==> src/rtl/axi_slv_pkg.sv <==
// ---------------------------------------------------------------------------
// axi_slv_pkg
// Shared types and constants for the AXI SRAM responder:
//   state_t      - controller states (IDLE, RD_BURST, WR_DATA, WR_RESP)
//   RESP_*       - AXI response codes used on rresp/bresp
//   BURST_INCR   - the only burst encoding the responder implements
//   word_offset  - byte address -> 32-bit word offset relative to a base
// ---------------------------------------------------------------------------
`timescale 1ns/1ps
package axi_slv_pkg;

  typedef enum logic [1:0] {
    IDLE     = 2'd0,
    RD_BURST = 2'd1,
    WR_DATA  = 2'd2,
    WR_RESP  = 2'd3
  } state_t;

  localparam logic [1:0] RESP_OKAY   = 2'b00;
  localparam logic [1:0] RESP_SLVERR = 2'b10;
  localparam logic [1:0] BURST_INCR  = 2'b01;

  // Addresses below the base underflow to a large offset, which the
  // optional range check then reports as out of range.
  function automatic logic [29:0] word_offset(input logic [31:0] byte_addr,
                                              input logic [31:0] base);
    return 30'((byte_addr - base) >> 2);
  endfunction

endpackage

==> src/rtl/axi_rd_skid.sv <==
// ---------------------------------------------------------------------------
// axi_rd_skid
// Output register plus one skid entry between the SRAM read-data return and
// the AXI r channel. The producer cannot be stalled (SRAM data appears one
// cycle after the read is issued), so the producer only issues reads when
// these two entries cannot overflow; skid_full is exported for that purpose.
// Ports:
//   clk, rst                  clock, asynchronous active-low reset
//   in_valid/in_data/in_last/in_resp   returning beat from the SRAM side
//   out_valid/out_data/out_last/out_resp/out_ready   AXI r channel side
//   skid_full                 skid entry occupied
// ---------------------------------------------------------------------------
`timescale 1ns/1ps
module axi_rd_skid
  import axi_slv_pkg::*;
(
  input  logic        clk,
  input  logic        rst,
  input  logic        in_valid,
  input  logic [31:0] in_data,
  input  logic        in_last,
  input  logic [1:0]  in_resp,
  output logic        out_valid,
  output logic [31:0] out_data,
  output logic        out_last,
  output logic [1:0]  out_resp,
  input  logic        out_ready,
  output logic        skid_full
);

  logic [31:0] skid_data;
  logic        skid_last;
  logic [1:0]  skid_resp;

  always_ff @(posedge clk or negedge rst) begin
    if (!rst) begin
      out_valid <= 1'b0;
      out_data  <= 32'd0;
      out_last  <= 1'b0;
      out_resp  <= RESP_OKAY;
      skid_full <= 1'b0;
      skid_data <= 32'd0;
      skid_last <= 1'b0;
      skid_resp <= RESP_OKAY;
    end else begin
      if (!out_valid || out_ready) begin
        // Output register free this cycle: the older skid beat goes first.
        if (skid_full) begin
          out_valid <= 1'b1;
          out_data  <= skid_data;
          out_last  <= skid_last;
          out_resp  <= skid_resp;
          skid_full <= in_valid;
          if (in_valid) begin
            skid_data <= in_data;
            skid_last <= in_last;
            skid_resp <= in_resp;
          end
        end else begin
          out_valid <= in_valid;
          if (in_valid) begin
            out_data <= in_data;
            out_last <= in_last;
            out_resp <= in_resp;
          end
        end
      end else if (in_valid) begin
        // Output stalled: park the returning beat.
        skid_full <= 1'b1;
        skid_data <= in_data;
        skid_last <= in_last;
        skid_resp <= in_resp;
      end
    end
  end

endmodule

==> src/rtl/axi_sram_slave.sv <==
// ---------------------------------------------------------------------------
// axi_sram_slave
// AXI3-style responder serving INCR bursts from a single-port synchronous
// SRAM (32-bit words, 2**ADDR_WIDTH deep, read data valid one cycle after
// the read is issued). One transaction at a time; reads and writes alternate
// priority when both request in the same cycle.
// Parameters: ADDR_WIDTH (SRAM word-address width, <= 29),
//             BASE_ADDR  (byte address of SRAM word 0).
// Ports:
//   clk, rst                        clock, asynchronous active-low reset
//   ar*/r*                          read address / read data channels
//   aw*/w*/b*                       write address / data / response channels
//   sram_en/sram_we/sram_addr/sram_wdata/sram_rdata   SRAM interface
// Build option: define AXI_SRAM_RANGE_CHECK_EN to answer beats outside
// [BASE_ADDR, BASE_ADDR + 4*2**ADDR_WIDTH) with SLVERR and no SRAM write;
// otherwise addresses simply wrap modulo the SRAM depth.
// All burst types are treated as INCR and the address advances one word per
// beat regardless of arsize/awsize; narrow writes rely on wstrb.
// ---------------------------------------------------------------------------
`timescale 1ns/1ps
module axi_sram_slave
  import axi_slv_pkg::*;
#(
  parameter int          ADDR_WIDTH = 16,
  parameter logic [31:0] BASE_ADDR  = 32'h0000_0000
) (
  input  logic                  clk,
  input  logic                  rst,
  input  logic [3:0]            arid,
  input  logic [31:0]           araddr,
  input  logic [7:0]            arlen,
  input  logic [2:0]            arsize,
  input  logic [1:0]            arburst,
  input  logic                  arvalid,
  output logic                  arready,
  output logic [3:0]            rid,
  output logic [31:0]           rdata,
  output logic [1:0]            rresp,
  output logic                  rlast,
  output logic                  rvalid,
  input  logic                  rready,
  input  logic [3:0]            awid,
  input  logic [31:0]           awaddr,
  input  logic [7:0]            awlen,
  input  logic [2:0]            awsize,
  input  logic [1:0]            awburst,
  input  logic                  awvalid,
  output logic                  awready,
  input  logic [3:0]            wid,
  input  logic [31:0]           wdata,
  input  logic [3:0]            wstrb,
  input  logic                  wlast,
  input  logic                  wvalid,
  output logic                  wready,
  output logic [3:0]            bid,
  output logic [1:0]            bresp,
  output logic                  bvalid,
  input  logic                  bready,
  output logic                  sram_en,
  output logic [3:0]            sram_we,
  output logic [ADDR_WIDTH-1:0] sram_addr,
  output logic [31:0]           sram_wdata,
  input  logic [31:0]           sram_rdata
);

  state_t      state_reg, state_next;
  logic        prio_rd_reg;     // 1: read wins a simultaneous request
  logic [3:0]  id_reg;
  logic [29:0] off_reg;         // word offset from BASE_ADDR, full width
  logic [8:0]  cnt_reg;         // beats still to issue (read) / accept (write)
  logic        pend_reg;        // SRAM read in flight, data arrives next cycle
  logic        pend_last_reg;
  logic        pend_err_reg;
  logic        err_reg;         // some write beat of this burst was rejected

  logic        in_range;
  logic        ar_hs, aw_hs, w_hs, rd_issue, r_drain, rd_room;
  logic        skid_full;
  logic [1:0]  occ;
  logic        unused_ok;

`ifdef AXI_SRAM_RANGE_CHECK_EN
  assign in_range  = ((off_reg >> ADDR_WIDTH) == 30'd0);
  assign unused_ok = ^{arsize, arburst, awsize, awburst, wid, wlast};
`else
  assign in_range  = 1'b1;
  assign unused_ok = ^{arsize, arburst, awsize, awburst, wid, wlast,
                       off_reg[29:ADDR_WIDTH]};
`endif

  assign ar_hs   = arvalid & arready;
  assign aw_hs   = awvalid & awready;
  assign w_hs    = (state_reg == WR_DATA) & wvalid;
  assign r_drain = rvalid & rready;

  // Entries that will be occupied after this edge are occ - r_drain; a read
  // issued now lands one edge later, so it needs that figure to be below 2.
  assign occ     = 2'(rvalid) + 2'(skid_full) + 2'(pend_reg);
  assign rd_room = (occ < 2'd2) || ((occ == 2'd2) && r_drain);
  assign rd_issue = (state_reg == RD_BURST) && (cnt_reg != 9'd0) && rd_room;

  always_comb begin
    state_next = state_reg;
    arready    = 1'b0;
    awready    = 1'b0;
    wready     = 1'b0;
    sram_en    = 1'b0;
    sram_we    = 4'b0000;
    case (state_reg)
      IDLE: begin
        // Gated by rst so that every output is low while reset is held.
        arready = rst & arvalid & (~awvalid | prio_rd_reg);
        awready = rst & awvalid & (~arvalid | ~prio_rd_reg);
        if (arready)      state_next = RD_BURST;
        else if (awready) state_next = WR_DATA;
      end
      RD_BURST: begin
        sram_en = rd_issue & in_range;
        if (r_drain && rlast) state_next = IDLE;
      end
      WR_DATA: begin
        wready = 1'b1;
        if (wvalid) begin
          sram_en = in_range;
          sram_we = in_range ? wstrb : 4'b0000;
          if (cnt_reg == 9'd1) state_next = WR_RESP;
        end
      end
      WR_RESP: begin
        if (bready) state_next = IDLE;
      end
      default: state_next = IDLE;
    endcase
  end

  always_ff @(posedge clk or negedge rst) begin
    if (!rst) begin
      state_reg     <= IDLE;
      prio_rd_reg   <= 1'b1;
      id_reg        <= 4'd0;
      off_reg       <= 30'd0;
      cnt_reg       <= 9'd0;
      pend_reg      <= 1'b0;
      pend_last_reg <= 1'b0;
      pend_err_reg  <= 1'b0;
      err_reg       <= 1'b0;
    end else begin
      state_reg     <= state_next;
      pend_reg      <= rd_issue;
      pend_last_reg <= (cnt_reg == 9'd1);
      pend_err_reg  <= ~in_range;
      if (ar_hs) begin
        id_reg      <= arid;
        off_reg     <= word_offset(araddr, BASE_ADDR);
        cnt_reg     <= {1'b0, arlen} + 9'd1;
        prio_rd_reg <= 1'b0;
      end else if (aw_hs) begin
        id_reg      <= awid;
        off_reg     <= word_offset(awaddr, BASE_ADDR);
        cnt_reg     <= {1'b0, awlen} + 9'd1;
        prio_rd_reg <= 1'b1;
        err_reg     <= 1'b0;
      end else if (rd_issue || w_hs) begin
        off_reg <= off_reg + 30'd1;
        cnt_reg <= cnt_reg - 9'd1;
        if (w_hs && !in_range) err_reg <= 1'b1;
      end
    end
  end

  axi_rd_skid u_skid (
    .clk       (clk),
    .rst       (rst),
    .in_valid  (pend_reg),
    .in_data   (pend_err_reg ? 32'd0 : sram_rdata),
    .in_last   (pend_last_reg),
    .in_resp   (pend_err_reg ? RESP_SLVERR : RESP_OKAY),
    .out_valid (rvalid),
    .out_data  (rdata),
    .out_last  (rlast),
    .out_resp  (rresp),
    .out_ready (rready),
    .skid_full (skid_full)
  );

  assign rid        = id_reg;
  assign bid        = id_reg;
  assign bvalid     = (state_reg == WR_RESP);
  assign bresp      = (bvalid && err_reg) ? RESP_SLVERR : RESP_OKAY;
  assign sram_addr  = off_reg[ADDR_WIDTH-1:0];
  assign sram_wdata = wdata;

endmodule

==> config.mk <==
export PLATFORM = sky130hd
export DESIGN_NAME = axi_sram_slave
export DESIGN_NICKNAME = d
export VERILOG_FILES = /design/src/rtl/axi_slv_pkg.sv /design/src/rtl/axi_rd_skid.sv /design/src/rtl/axi_sram_slave.sv
export SDC_FILE = /design/constraint.sdc
export NUM_CORES = 1
export LEC_CHECK = 0
export ABC_AREA = 1
export CAP_MARGIN = 25
export CORE_MARGIN = 3
export CORE_UTILIZATION = 45
export CTS_CLUSTER_SIZE = 12
export DETAILED_ROUTE_END_ITERATION = 7
export PLACE_DENSITY = 0.92
export SLEW_MARGIN = 20
export SYNTH_ARGS = -nofsm -noshare
export SYNTH_HDL_FRONTEND = slang
export SYNTH_SLANG_ARGS = --single-unit
==> constraint.sdc <==
create_clock -name clk -period 2.8 [get_ports clk]
set_input_delay 0.28 -clock clk [delete_from_list [all_inputs] [get_ports clk]]
set_output_delay 0.28 -clock clk [all_outputs]
set_load 0.03 [all_outputs]
-- Word-level counts from Yosys, hierarchy flattened
Index checks and enable logic that the tools add are counted.
- register bits: 120
- output and inout bits: 103
- bits of input ports: 178
- word-level logic and storage cells: 105
- order comparisons: 1
- bitwise operators: 13
- equality and inequality tests: 11
- mux-type cells: 43
- add/sub/neg operators: 6
- reductions and logical operators: 16
- operator list (cell ; number):
    2-to-1 mux 32 bit ; 5
    2-to-1 mux 30 bit ; 3
    adder 30 x 1 -> 30 bit (second input constant) ; 1
    2-to-1 mux 9 bit ; 3
    2-to-1 mux 2 bit ; 11
    adder 8 x 1 -> 9 bit (second input constant) ; 2
    2-to-1 mux 4 bit ; 4
    2-to-1 mux 1 bit ; 15
    == test 9 x 1 -> 1 bit (second input constant) ; 1
    nonzero test 9 bit ; 1
    subtractor 9 x 1 -> 9 bit (second input constant) ; 1
    AND 1 bit ; 8
    != test 2 x 1 -> 1 bit (second input constant) ; 4
    case mux 2 bit (4 select lines) ; 1
    == test 2 bit (second input constant) ; 3
    nonzero test 2 bit ; 3
    AND reduction 5 bit ; 1
    logical AND 1 bit ; 4
    logical OR 1 bit ; 3
    != test 3 bit (second input constant) ; 1
    inverter 1 bit ; 3
    nonzero test 3 bit ; 1
    adder 1 x 1 -> 2 bit ; 1
    adder 2 x 1 -> 2 bit ; 1
    8 further kinds ; 9

-- Logic depth before layout (Yosys ltp)
- depth in word-level cells: 10
- depth in mapped cells: 12
- mapped depth without buffers: 11

-- Modules after synthesis
A second synthesis with hierarchy kept.
- cells, all modules: 945
- area, all modules: 6598.8 um2
- by module, submodules not included (module ; instances ; cells each ; seq. area each (um2) ; area each (um2)):
    axi_rd_skid ; 1 ; 422 ; 1801.7 ; 3300.7
    axi_sram_slave ; 1 ; 523 ; 852.1 ; 3298.2

-- Least setup slack after synthesis
Ideal clock, no wire load.
- kind: flip-flop to output port
- start point: register u_skid.out_valid
- end point: output sram_en
- arrival: 2.097 ns
- setup slack: 0.423 ns
- stages on the path, launching flop included: 7
- buffers on the path: 0
- data required time: 2.520 ns
- path through: dfrtp_1 > fa_1 > inv_1 > nand3_1 > a21boi_0 > nand2_1 > a21boi_0
- word-level cells in the longest chain between the ends: 7
- elaborated cells on any way between the ends: 9
- those cells by class: add/sub: 2; order compare: 1; eq/ne: 1; mux: 1; bitwise: 1; reduce/logical: 3
- RTL lines (what ; line ; RTL):
    from (decl) ; axi_rd_skid.sv:23 ; output logic out_valid,
    from (signal assigned) ; axi_rd_skid.sv:60 ; out_valid <= in_valid;
    adder 1 x 1 -> 2 bit ; axi_sram_slave.sv:98 ; assign occ = 2'(rvalid) + 2'(skid_full) + 2'(pend_reg);
    adder 2 x 1 -> 2 bit ; axi_sram_slave.sv:98 ;
    == test 2 bit ; axi_sram_slave.sv:99 ; assign rd_room = (occ < 2'd2) || ((occ == 2'd2) && r_drain);
    logical AND 1 bit ; axi_sram_slave.sv:99 ;
    logical OR 1 bit (*) ; axi_sram_slave.sv:99 ;
    logical AND 1 bit (*) ; axi_sram_slave.sv:100 ; assign rd_issue = (state_reg == RD_BURST) && (cnt_reg != 9'd0) && rd_room;
    case mux 1 bit (2 select lines) (*) ; axi_sram_slave.sv:109 ; case (state_reg)
    to (decl) ; axi_sram_slave.sv:59 ; output logic sram_en,
Mark *: on every way between the ends. The rest lies on a longest branch, timed or not.

-- Final worst setup path
- start point: register state_reg[0]
- end point: output arready
- word-level cells in the longest chain between the ends: 2
- RTL lines (what ; line ; RTL):
    from (decl) ; axi_sram_slave.sv:66 ; state_t state_reg, state_next;
    from (signal assigned) ; axi_sram_slave.sv:148 ; state_reg <= state_next;
    logical NOT 2 bit ; axi_sram_slave.sv:109 ;
    2-to-1 mux 1 bit ; axi_sram_slave.sv:109 ;
    to (decl) ; axi_sram_slave.sv:35 ; output logic arready,
Every way passes these cells.

==> results.json <==
{
  "synth_area_sq_um": 6070,
  "io_pins": 281,
  "hold_viol": 0,
  "peakVddDrop_mv": 0.534,
  "clkLatencyLatePin_ns": 0.35,
  "fin_crit_sh_pct": 91.6,
  "pwr-share-clk_pct": 16.6,
  "p_int_mw": 4.72,
  "yosys_register_bits": 102,
  "cp_slowest_stage_delay_ns": 0.55,
  "syn_area_per_cell_sq_um": 7.80,
  "num_rows": 41,
  "final_cell_mix": "235 x nand2_1, 161 x clkdlybuf4s50_1, 101 x dfrtp_1, 77 x nor2_1, 62 x nand3_1",
  "fin_skew_ns": 0.00423,
  "wl_per_cell_um": 14.6,
  "mostFrequentLayoutCell": "nand2_1",
  "maxCapViolCount": 0,
  "syn_to_final_growth_pct": 29.6,
  "cts_tree": "done",
  "cp.arrival_ns": 2.28,
  "drc": 0,
  "antenna_left": 0,
  "postCtsSetupRepairBufs": 0,
  "drive_gt1_share_pct": 9.00,
  "grt_use_met3_pct": 5.66,
  "grt_pass1_vias": 5197,
  "cp-end-kind": "primary output",
  "die_y_um": 122,
  "yosys_warnings": 0,
  "firstDrtPassIters": 5,
  "finalSetupViolCount": 0,
  "grt_first_pass_wirelength_mm": 24.8,
  "status": "finished, final reports clean",
  "synth_cell_types": 40,
  "path_cells": "inv_1 -> ha_1 -> nand3_4 -> clkinv_1 -> buf_4",
  "ys.flop_type": "dfrtp_1",
  "power_switching_mw": 3.56,
  "routed-via-count": 5550,
  "die_area_sq_um": 14900,
  "clkTransAtPathRegs_ns": 0.07,
  "synthCells": 778,
  "combPwrFrac_pct": 50.8,
  "antenna_found_initial": 0,
  "start_util_pct": 47.1,
  "num_antenna_cells": 0,
  "synth-edff-count": 0,
  "max_clock_freq_mhz": 390,
  "place_congestion": 0.929,
  "crit_slowest_cell": "clkinv_1",
  "numClockSinks": 102,
  "cts_buffer_depth": 2,
  "io_buffers": 165,
  "cp-start-kind": "register",
  "ctsRootBufferMaster": "clkbuf_16",
  "seq_area_frac_synth_pct": 42.1,
  "leakage_nw": 3.66,
  "grt_usage_pct": 20.9,
  "drt_iter0_markers": 440,
  "wl_mm": 15.6,
  "cp.required_ns": 2.52,
  "timing.hold.ws_ns": 0.349,
  "dp_hpwl_mm": 11.3,
  "grt_overflow": 0,
  "drv_slew": 0,
  "grt.busiest_layer": "met2",
  "cp_max_fo": 18,
  "coreArea_sq_um": 12900,
  "min_path_type": "in -> async",
  "vias_per_cell": 5.18,
  "die_w_um": 122,
  "criticalPathCategory": "reg -> out",
  "worst_pin_slew_ns": 0.838,
  "cts_made_buffers": 9,
  "grt_max_degree": 70,
  "finalCriticalPeriod_ns": 2.56,
  "grt_setup_unrepaired": "no",
  "async_flop_share_pct": 100,
  "fin_nets": 1084,
  "met1_usage_pct": 26.0,
  "tns_ns": 0,
  "p_per_area_nw_per_um2": 1050,
  "use_met2_pct": 35.5,
  "maxSlewHeadroom_pct": 44.2,
  "p_seq_share_pct": 32.6,
  "htree_levels": 3,
  "swShare_pct": 43.0
}
final timing paths:
check	end	cells after the start	slack, ns	from
max	arready	5	0.24	state_reg[0]$_DFFE_PN0P_
min	state_reg[1]$_DFFE_PN0P_	2	0.35	rst
max reg2reg	cnt_reg[8]$_DFFE_PN0P_	8	0.59	state_reg[0]$_DFFE_PN0P_
min reg2reg	u_skid.skid_data[27]$_DFFE_PN0P_	1	0.51	u_skid.skid_data[27]$_DFFE_PN0P_
max in group asynchronous	u_skid.skid_data[7]$_DFFE_PN0P_	4	0.94	rst
min in group clk	u_skid.skid_data[27]$_DFFE_PN0P_	1	0.51	u_skid.skid_data[27]$_DFFE_PN0P_
cells by family after synthesis:
| family | count (synthesis) | share of synthesized area (%) |
|---|---|---|
| and+or+nand+nor | 409 | 28.5 |
| buffers and inverters | 135 | 12.0 |
| DFF | 102 | 42.1 |
| AOI/OAI and AO/OA | 80 | 7.83 |
| muxes | 33 | 6.12 |
| adders and majority gates | 11 | 2.39 |
| xor gates and xnor gates | 7 | 1.01 |
| other | 1 | 0.0618 |
routing by layer:
metal | vias to the layer above | share of wire (%)
li1 | 2711 | -
met2 | 239 | 47
met5 | - | 0
met3 | 19 | 8.5
met1 | 2581 | 43
met4 | 0 | 1.5
cell type report:
| cell class | count | area, sq um |
|---|---|---|
| clock buffers | 12 | 246 |
| clock inverters | 4 | 77.6 |
| fillers | 1066 | 5010 |
| inverters | 63 | 236 |
| multi-input cells | 544 | 2810 |
| flip-flops and latches | 102 | 2550 |
| well taps | 172 | 215 |
| repair buffers | 175 | 1730 |
cell usage after synthesis, types with 2 or more instances:
| cell | instances | share of area (%) |
|---|---|---|
| a21oi_1 | 6 | 0.49 |
| o21ai_0 | 19 | 1.6 |
| inv_2 | 3 | 0.19 |
| a31oi_1 | 33 | 3.4 |
| nor2_2 | 2 | 0.21 |
| or2_2 | 9 | 0.93 |
| o21ai_1 | 7 | 0.58 |
| buf_2 | 6 | 0.49 |
| buf_4 | 53 | 6.6 |
| xor2_1 | 4 | 0.58 |
| nor2_1 | 77 | 4.8 |
| nand3_1 | 62 | 5.1 |
| clkinv_1 | 4 | 0.25 |
| dfrtp_1 | 101 | 42 |
| buf_6 | 2 | 0.37 |
| clkbuf_1 | 9 | 0.56 |
| nand4_1 | 9 | 0.93 |
| xnor2_1 | 3 | 0.43 |
| o21bai_1 | 4 | 0.49 |
| inv_1 | 56 | 3.5 |
| ha_1 | 10 | 2.1 |
| nand3b_1 | 2 | 0.25 |
| a21boi_0 | 2 | 0.25 |
| nand2_1 | 235 | 15 |
| o211ai_1 | 4 | 0.49 |
| o22ai_1 | 4 | 0.41 |
| or2_0 | 2 | 0.21 |
| nor3_1 | 4 | 0.33 |
| or2_1 | 2 | 0.21 |
| mux2_2 | 33 | 6.1 |
| nand3_4 | 2 | 0.58 |
metrics by stage:
step	util, %	instances	worst slack, ns	power [mW]	cell area (sq um)
after floorplan	-	781	0.423	5.53	6080
after global placement	58.5	1055	0.591	6.76	7530
after detailed placement	58.5	1055	0.534	6.93	7530
after CTS	61.1	1072	0.248	8.32	7870
after global routing	61.1	1072	0.115	8.87	7870
final	61.1	1072	0.235	8.28	7870
worst max-delay path, delay by kind of cell, from the launching register on:
family,cells,cell delay (ns)
adders and majority gates,1,0.31
DFF,1,0.41
buffers and inverters,3,1.04
and+or+nand+nor,1,0.16
power by group through the flow:
| stage | combinational, mW | sequential, mW | clock (mW) |
|---|---|---|---|
| after CTS | 4.23 | 2.69 | 1.40 |
| final | 4.21 | 2.70 | 1.38 |
| after detailed placement | 4.21 | 2.72 | 0 |
| after floorplan | 2.21 | 3.32 | 0 |
| after global placement | 4.10 | 2.67 | 0 |
| after global routing | 4.62 | 2.79 | 1.46 |
timing repair:
| action | CTS | global route |
|---|---|---|
| resized for setup | 0 | 0 |
| hold buffers | 1 | 0 |
| endpoints found under the hold margin | 2 | 0 |
No activity file was read; power rests on OpenSTA's default activity.
